==> config.mk <==
export PLATFORM = sky130hd
export DESIGN_NAME = uart_print_buffer
export DESIGN_NICKNAME = d
export VERILOG_FILES = /design/src/rtl/uart_print_pkg.sv /design/src/rtl/print_byte_fifo.sv /design/src/rtl/uart_print_buffer.sv
export SDC_FILE = /design/constraint.sdc
export NUM_CORES = 1
export LEC_CHECK = 0
export BUFFER_PORTS_ARGS = -buffer_cell sky130_fd_sc_hd__buf_2
export CORE_MARGIN = 2
export CORE_UTILIZATION = 45
export CTS_CLUSTER_DIAMETER = 150
export DETAILED_ROUTE_END_ITERATION = 12
export MAX_ROUTING_LAYER = met4
export PLACE_DENSITY_LB_ADDON = 0.25
export REMOVE_ABC_BUFFERS = 1
export SLEW_MARGIN = 20
export SYNTH_ARGS = -nofsm -noshare
export SYNTH_HDL_FRONTEND = slang
export SYNTH_HIERARCHICAL = 1
export SYNTH_SLANG_ARGS = --single-unit
export TNS_END_PERCENT = 30
==> constraint.sdc <==
create_clock -name clk_i -period 10.8 [get_ports clk_i]
set_clock_uncertainty 0.2 [all_clocks]
set_input_delay 1.62 -clock clk_i [delete_from_list [all_inputs] [get_ports clk_i]]
set_output_delay 1.62 -clock clk_i [all_outputs]
set_load 0.05 [all_outputs]
==> src/rtl/uart_print_pkg.sv <==
// Shared types and constants for the UART print buffer.
package uart_print_pkg;

  localparam int unsigned BYTE_W = 8;

  typedef enum logic [1:0] {
    IDLE,
    START,
    WAIT_BUSY,
    WAIT_DONE
  } tx_state_e;

  localparam logic [BYTE_W-1:0] CHAR_LF = 8'h0A;
  localparam logic [BYTE_W-1:0] CHAR_CR = 8'h0D;

endpackage

==> src/rtl/print_byte_fifo.sv <==
// Synchronous byte FIFO with a combinational head; pointers carry one wrap bit.
module print_byte_fifo
  import uart_print_pkg::*;
#(
  parameter int unsigned DEPTH = 16,
  localparam int unsigned PTR_W = $clog2(DEPTH) + 1
) (
  input  logic              clk_i,
  input  logic              rst_ni,
  input  logic              push_i,
  input  logic              pop_i,
  input  logic [BYTE_W-1:0] wdata_i,
  output logic [BYTE_W-1:0] rdata_c_o,
  output logic              full_c_o,
  output logic              empty_c_o,
  output logic [PTR_W-1:0]  level_c_o
);

  localparam int unsigned AW = PTR_W - 1;

  logic [BYTE_W-1:0] mem_q [DEPTH];
  logic [PTR_W-1:0]  wr_ptr_q, wr_ptr_d;
  logic [PTR_W-1:0]  rd_ptr_q, rd_ptr_d;
  logic              do_push, do_pop;

  // Equal index with differing wrap bit means full.
  assign empty_c_o = (wr_ptr_q == rd_ptr_q);
  assign full_c_o  = (wr_ptr_q[AW] != rd_ptr_q[AW]) &&
                     (wr_ptr_q[AW-1:0] == rd_ptr_q[AW-1:0]);
  assign level_c_o = wr_ptr_q - rd_ptr_q;
  assign rdata_c_o = mem_q[rd_ptr_q[AW-1:0]];

  assign do_pop  = pop_i & ~empty_c_o;
  assign do_push = push_i & (~full_c_o | do_pop);

  always_comb begin
    wr_ptr_d = wr_ptr_q + PTR_W'(do_push);
    rd_ptr_d = rd_ptr_q + PTR_W'(do_pop);
  end

  always_ff @(posedge clk_i or negedge rst_ni) begin
    if (!rst_ni) begin
      wr_ptr_q <= '0;
      rd_ptr_q <= '0;
    end else begin
      wr_ptr_q <= wr_ptr_d;
      rd_ptr_q <= rd_ptr_d;
    end
  end

  // Storage needs no reset; occupancy is defined by the pointers alone.
  always_ff @(posedge clk_i) begin
    if (do_push) begin
      mem_q[wr_ptr_q[AW-1:0]] <= wdata_i;
    end
  end

endmodule

==> src/rtl/uart_print_buffer.sv <==
// Queues print-port bytes and sequences them into the Uart8 transmitter.
// Define UART_PRINT_CRLF_EN to expand each LF into a CR,LF pair on the wire.
module uart_print_buffer
  import uart_print_pkg::*;
#(
  parameter int unsigned DEPTH      = 16,
  parameter int unsigned DROP_CNT_W = 16,
  localparam int unsigned LVL_W     = $clog2(DEPTH) + 1
) (
  input  logic                  clk_i,
  input  logic                  rst_ni,
  input  logic                  print_valid_i,
  input  logic [31:0]           print_wdata_i,
  output logic                  tx_start_o,
  output logic [BYTE_W-1:0]     tx_data_o,
  input  logic                  tx_busy_i,
  input  logic                  tx_done_i,
  output logic [LVL_W-1:0]      fifo_level_o,
  output logic                  overflow_o,
  output logic [DROP_CNT_W-1:0] drop_count_o
);

  tx_state_e             state_q, state_d;
  logic                  tx_start_q, tx_start_d;
  logic [BYTE_W-1:0]     tx_data_q, tx_data_d;
  logic [DROP_CNT_W-1:0] drop_q, drop_d;
  logic                  ovf_q, ovf_d;

  logic                  pop_c, load_c, push_c, drop_c;
  logic                  fifo_full, fifo_empty;
  logic [BYTE_W-1:0]     fifo_head;
  logic                  wdata_unused;

  assign wdata_unused = ^print_wdata_i[31:BYTE_W];

  // A pop in the same cycle frees the slot, so a full FIFO still accepts.
  assign push_c = print_valid_i & (~fifo_full | pop_c);
  assign drop_c = print_valid_i & fifo_full & ~pop_c;

  print_byte_fifo #(
    .DEPTH(DEPTH)
  ) u_fifo (
    .clk_i    (clk_i),
    .rst_ni   (rst_ni),
    .push_i   (push_c),
    .pop_i    (pop_c),
    .wdata_i  (print_wdata_i[BYTE_W-1:0]),
    .rdata_c_o(fifo_head),
    .full_c_o (fifo_full),
    .empty_c_o(fifo_empty),
    .level_c_o(fifo_level_o)
  );

`ifdef UART_PRINT_CRLF_EN
  logic cr_sent_q, cr_sent_d;

  always_ff @(posedge clk_i or negedge rst_ni) begin
    if (!rst_ni) begin
      cr_sent_q <= 1'b0;
    end else begin
      cr_sent_q <= cr_sent_d;
    end
  end
`endif

  // Transmit sequencer: next state, pop and registered UART drive.
  always_comb begin
    state_d    = state_q;
    tx_start_d = 1'b0;
    tx_data_d  = tx_data_q;
    pop_c      = 1'b0;
    load_c     = 1'b0;
`ifdef UART_PRINT_CRLF_EN
    cr_sent_d  = cr_sent_q;
`endif

    unique case (state_q)
      IDLE: begin
        load_c = ~fifo_empty;
      end
      START: begin
        state_d = WAIT_BUSY;
      end
      WAIT_BUSY: begin
        // A done without a visible busy phase still ends the frame.
        if (tx_done_i) begin
          state_d = IDLE;
          load_c  = ~fifo_empty;
        end else if (tx_busy_i) begin
          state_d = WAIT_DONE;
        end
      end
      WAIT_DONE: begin
        if (tx_done_i) begin
          state_d = IDLE;
          load_c  = ~fifo_empty;
        end
      end
      default: state_d = IDLE;
    endcase

    if (load_c) begin
      state_d    = START;
      tx_start_d = 1'b1;
`ifdef UART_PRINT_CRLF_EN
      // LF stays at the head until the inserted CR frame has completed.
      if ((fifo_head == CHAR_LF) && !cr_sent_q) begin
        tx_data_d = CHAR_CR;
        cr_sent_d = 1'b1;
      end else begin
        tx_data_d = fifo_head;
        pop_c     = 1'b1;
        cr_sent_d = 1'b0;
      end
`else
      tx_data_d = fifo_head;
      pop_c     = 1'b1;
`endif
    end
  end

  // Saturating drop counter and sticky overflow flag.
  always_comb begin
    drop_d = drop_q;
    ovf_d  = ovf_q;
    if (drop_c) begin
      ovf_d = 1'b1;
      if (drop_q != {DROP_CNT_W{1'b1}}) begin
        drop_d = drop_q + DROP_CNT_W'(1);
      end
    end
  end

  always_ff @(posedge clk_i or negedge rst_ni) begin
    if (!rst_ni) begin
      state_q    <= IDLE;
      tx_start_q <= 1'b0;
      tx_data_q  <= '0;
      drop_q     <= '0;
      ovf_q      <= 1'b0;
    end else begin
      state_q    <= state_d;
      tx_start_q <= tx_start_d;
      tx_data_q  <= tx_data_d;
      drop_q     <= drop_d;
      ovf_q      <= ovf_d;
    end
  end

  assign tx_start_o   = tx_start_q;
  assign tx_data_o    = tx_data_q;
  assign overflow_o   = ovf_q;
  assign drop_count_o = drop_q;

endmodule

# Word-level counts from Yosys, hierarchy flattened
# Memories as Yosys holds them, arrays and structs flattened. A register that Yosys moved wholly into a read port is not among the register bits.
# Cells that the tools add are included.
[totals] reg_bits=30 n_memories=1 input_bits=37 ramBits=128
[op_classes] mux=10 add_sub_neg=4 n_eq_ne=9 bitwise_logic=10 n_reduce_logical=7
[mem_list] memory="u_fifo.mem_q" words=16 word_bits=8 rd=1 rd_ports_with_merged_regs=1 wr=1 line="print_byte_fifo.sv:21" text="logic [BYTE_W-1:0] mem_q [DEPTH];"
[op_table] op="adder 16 x 1 -> 16 bit, second input constant" count=1
[op_table] op="!= test 16 bit, second input constant" count=1
[op_table] op="adder 5 x 1 -> 5 bit" count=2
[op_table] op="2-to-1 mux 2 bit" count=4
[op_table] op="case mux 2 bit (3 select lines)" count=1
[op_table] op="AND 1 bit" count=5
[op_table] op="equality test 5 bit" count=1
[op_table] op="subtractor 5 bit" count=1
[op_table] op="equality test 2 bit, second input constant" count=2
[op_table] op="equality test 4 bit" count=1
[op_table] op="2-to-1 mux 1 bit" count=4
[op_table] op="!= test 4 bit, second input constant" count=1
[op_table] op="nonzero test 4 bit" count=1
[op_table] op="!= test 3 bit, second input constant" count=1
[op_table] op="inverter 1 bit" count=3
[op_table] op="AND reduction 3 bit" count=1
[op_table] op="equality test 2 x 1 -> 1 bit, second input constant" count=1
[op_table] op="zero test 2 bit" count=1
[op_table] op="bitwise OR 1 bit" count=2
[op_table] op="case mux 1 bit (2 select lines)" count=1
[op_table] op="AND reduction 2 bit" count=1
[op_table] op="OR reduction 2 bit" count=1
[op_table] op="logical AND 1 bit" count=1
[op_table] op="zero test 1 bit" count=1
[op_table] op="!= test 1 bit" count=1

# Logic depth before layout (Yosys ltp)
[logic_depth] ltp_word=10 ltp_mapped=14 depth_no_buf=11

# Hierarchy
# The synthesis kept the hierarchy.
[by_module_without_submodules] mod="print_byte_fifo" cells_per_inst=292 seq_area_each_um2=4093.9 area_each_um2=5667.9 instances=1
[by_module_without_submodules] mod="uart_print_buffer" cells_per_inst=103 seq_area_each_um2=700.7 area_each_um2=1318.8 instances=1

# Worst setup path after synthesis
# Ideal clock, no wire load.
[synth_timing] path_kind="reg2out" startpoint="register u_fifo.rd_ptr_q[2]" endpoint="output port fifo_level_o[4]" arrival_time_ns=2.278 t_required_ns=8.980 stages_incl_launch_ff=9 setup_slack_ns=6.702 path_buffers=3 path_cell_list="dfrtp_1 -> buf_2 -> buf_2 -> buf_2 -> inv_1 -> ha_1 -> a21o_1 -> a21oi_1 -> xnor2_1"
[synth_via] elab_chain_len=1
[synth_lines] element="start, declared" line="print_byte_fifo.sv:23" text="logic [PTR_W-1:0] rd_ptr_q, rd_ptr_d;"
[synth_lines] element="start signal, assigned" line="print_byte_fifo.sv:47" text="rd_ptr_q <= rd_ptr_d;"
[synth_lines] element="subtractor 5 bit" line="print_byte_fifo.sv:30" text="assign level_c_o = wr_ptr_q - rd_ptr_q;"
[synth_lines] element="end, declared" line="uart_print_buffer.sv:18" text="output logic [LVL_W-1:0] fifo_level_o,"
# Every way passes these cells.

# Final worst setup path
[layout_timing] startpoint="register u_fifo.rd_ptr_q[0]" endpoint="output port fifo_level_o[4]"
# The elaborated chain is that of the path after synthesis.

==> load_flow_metrics.sql <==
INSERT INTO impl_metrics (metric_group, metric, value, unit) VALUES
('synthesis', 'post_synth_instance_area', '6990', 'sq um'),
('route', 'drc', '0', ''),
('critical_path', 'crit_buf_inv', '3', ''),
('layout', 'design.final.nets', '496', ''),
('layout', 'syn2layout_area_growth', '13.6', '%'),
('route', 'drt_total_wl', '13.8', 'mm'),
('synthesis', 'yosysWarningCount', '6', ''),
('global_routing', 'grt_start_max_net_pins', '43', ''),
('place', 'dp.final_hpwl', '8.56', 'mm'),
('critical_path', 'cp_max_fo', '42', ''),
('clock_tree', 'clkTransAtPathRegs', '0.06', 'ns'),
('critical_path', 'cp-end-kind', 'output pin', ''),
('sta', 'rsz0062_at_grt', 'false', ''),
('sta', 'max_slew.worst_pin.slew', '0.952', 'ns'),
('synthesis', 'synth_enable_flop_cells', '128', ''),
('power', 'power-per-cell-area', '285', 'nW/um^2'),
('clock_tree', 'clockBufferDepth', '2', ''),
('synthesis', 'synth-seq-area-share', '68.6', '%'),
('global_routing', 'grt_first_pass_wirelength', '21.5', 'mm'),
('floorplan', 'floorplan.rows', '45', ''),
('clock_tree', 'cts_setup_buffers', '0', ''),
('sta', 'min_period_over_period', '42.5', '%'),
('clock_tree', 'clock_latency', '0.42', 'ns'),
('clock_tree', 'clock_tree.root_cell', 'clkbuf_16', ''),
('global_routing', 'first_global_vias', '3741', ''),
('critical_path', 'critPathTopFamily', 'buffers and inverters', ''),
('synthesis', 'synth_cells', '395', ''),
('layout', 'drive_gt1_share', '23.2', '%'),
('clock_tree', 'numCtsBuffers', '17', ''),
('sta', 'setup_total_negative_slack', '0', 'ns'),
('critical_path', 'path_cells', 'buf_4, ha_1, fa_1, inv_1, a21o_1, a21oi_1, xnor2_1, buf_2', ''),
('route', 'detail_route.wl_per_cell', '21.2', 'um'),
('critical_path', 'crit-reg2reg-launch', 'u_fifo/rd_ptr_q[3]', ''),
('synthesis', 'synth-async-reset-ratio', '22.9', '%'),
('hold_path', 'hold_start', 'overflow_o', ''),
('floorplan', 'die-area', '16500', 'sq um'),
('sta', 'finalMaxSlewViolations', '0', ''),
('power', 'p_leak', '0.00304', 'uW'),
('route', 'drtIter0Drc', '203', ''),
('critical_path', 'worstSetupStartpoint', 'u_fifo/rd_ptr_q[0]', ''),
('route', 'drt.antenna.violating_nets', '0', ''),
('global_routing', 'met2_layer_usage_reported_by_global_route', '29.1', '%'),
('status', 'status', 'complete, no violations', ''),
('layout', 'antenna-diode-count', '0', ''),
('sta', 'timing.max_slew.rel_slack', '36.3', '%'),
('hold_path', 'worstHoldPathType', 'flip-flop to flip-flop', ''),
('clock_tree', 'clock_sinks', '166', ''),
('critical_path', 'crit_arrival', '2.76', 'ns'),
('sta', 'achievable-frequency', '218', 'MHz'),
('clock_tree', 'cts.htree.levels', '4', ''),
('power', 'ir_drop', '0.000211', 'V'),
('layout', 'fillCellCount', '1261', ''),
('synthesis', 'yosys_most_used_dff', 'edfxtp_1', ''),
('global_routing', 'gr-usage-all-layers', '18.5', '%'),
('route', 'viasPerCell', '5.67', ''),
('floorplan', 'dieWidth', '129', 'um'),
('run', 'cap_violations', '0', ''),
('synthesis', 'synthesized_area_per_cell', '17.7', 'sq um'),
('global_routing', 'groute.layer.met1.usage', '23.7', '%'),
('critical_path', 'critPathSlowestCell', 'buf_4', ''),
('floorplan', 'placeable_area', '15200', 'sq um'),
('place', 'numPortBuffers', '43', ''),
('sta', 'min_period', '4.58', 'ns'),
('route', 'dr_pass1_iterations', '4', ''),
('critical_path', 'worstSetupPathType', 'flip-flop to output pin', ''),
('synthesis', 'synth_seq_cells', '166', ''),
('power', 'design_power_total', '2260', 'uW'),
('clock_tree', 'cts_tree', 'built', ''),
('critical_path', 'critical_path.startpoint_type', 'flip-flop', ''),
('floorplan', 'chipHeight', '129', 'um'),
('sta', 'timing.final.setup_violations', '0', ''),
('synthesis', 'synth_cell_type_count', '50', ''),
('route', 'detailroute.via_count', '3686', ''),
('global_routing', 'global_route.peak_usage_layer', 'met2', ''),
('sta', 'final_hold_violations', '0', ''),
('global_routing', 'grt_antenna_before_repair', '0', ''),
('global_routing', 'gr-total-overflow', '0', ''),
('clock_tree', 'post_cts_hold_buffer_count', '0', ''),
('global_routing', 'met3_track_demand_over_resource', '4.53', '%'),
('place', 'gp_congestion', '0.803', ''),
('critical_path', 'critical-path-max-stage-delay', '0.56', 'ns'),
('floorplan', 'io_pins', '68', ''),
('critical_path', 'required', '8.98', 'ns'),
('layout', 'final_core_util', '52.2', '%'),
('clock_tree', 'post_cts_resized', '0', ''),
('floorplan', 'floorplan.initialDensity', '46.0', '%');
## cell usage after synthesis, drive strengths merged, types with 10 or more instances
library cell	instances	area, sq um
nand2	11	41.3
mux2i	24	240
inv	10	37.5
mux2	10	116
nor2	18	77.6
xor2	17	149
buf	12	118
dfrtp	38	951
mux4	24	623
o21ai	17	85.1
edfxtp	128	3840
nor3	10	50.1
## layout by cell type (no fill, tap or decap), types with 4 or more instances in the layout
cell / n
edfxtp_1: 128
buf_2: 43
dfrtp_1: 37
mux2i_1: 24
mux4_1: 22
xor2_1: 17
clkbuf_16: 17
nor2_1: 16
nand2_1: 11
inv_1: 10
nor3_1: 10
mux2_2: 9
nand3_1: 9
o21ai_0: 9
ha_1: 9
xnor2_1: 8
a221oi_1: 8
o21ai_1: 8
buf_4: 7
nor4_1: 5
nand4_1: 4
## flip-flops by register name (all words and copies together) (netlist names)
register and cells:
u_fifo/mem_q 128, drop_count_o 16, tx_data_o 8, u_fifo/rd_ptr_q 5
u_fifo/wr_ptr_q 5, state_q 2, overflow_o 1, tx_start_o 1
## power by group
group	switching, uW	leakage, uW	internal, uW	total, uW
Combinational	546	0.00113	294	840
Sequential	54.4	0.00164	789	843
Clock	248	0.000276	332	580
## cell type report
| cell class | count | area [sq um] | share of cell area, % |
|---|---|---|---|
| clock buffers | 19 | 453 | 5.71 |
| clock inverters | 13 | 121 | 1.53 |
| inverters | 10 | 37.5 | 0.473 |
| multi-input cells | 204 | 2030 | 25.5 |
| flip-flops and latches | 166 | 4800 | 60.4 |
| well taps | 188 | 235 | 2.96 |
| repair buffers | 50 | 268 | 3.37 |
## routing by layer
layer	vias to the layer above	routed length (um)
met5	-	0
met1	1884	5920
met2	116	6860
met4	0	196
met3	12	781
li1	1674	-
## path summary, 6_finish.rpt
path,to,slack (ns),depth (start not counted)
min in group asynchronous,drop_count_o[13],1.14,1
setup / recovery,fifo_level_o[4],6.22,8
setup reg to reg,u_fifo/mem_q[10][6],6.75,9
hold reg to reg,overflow_o,0.28,1
hold / removal,overflow_o,0.28,1
max in group asynchronous,u_fifo/rd_ptr_q[0],8.62,1
## metrics by stage
stage               worst slack (ns)  hold WS [ns]  cells  area [sq um]
floorplan                       6.09         0.301    380          6860
global route                    6.06         0.313    650          7940
CTS                             6.22         0.286    650          7940
finish                          6.22         0.284    650          7940
global placement                6.26         0.246    618          7360
detailed placement              6.24         0.270    618          7360
## cells by family after synthesis
family	count (synthesis)	synth area share [%]
AOI/OAI and AO/OA	33	3.26
xor gates and xnor gates	25	3.13
adders and majority gates	10	1.90
buffers and inverters	25	2.38
DFF	166	68.6
muxes	58	14.0
and+or+nand+nor	78	6.68
Note: power is estimated with default switching activity, not from simulation.
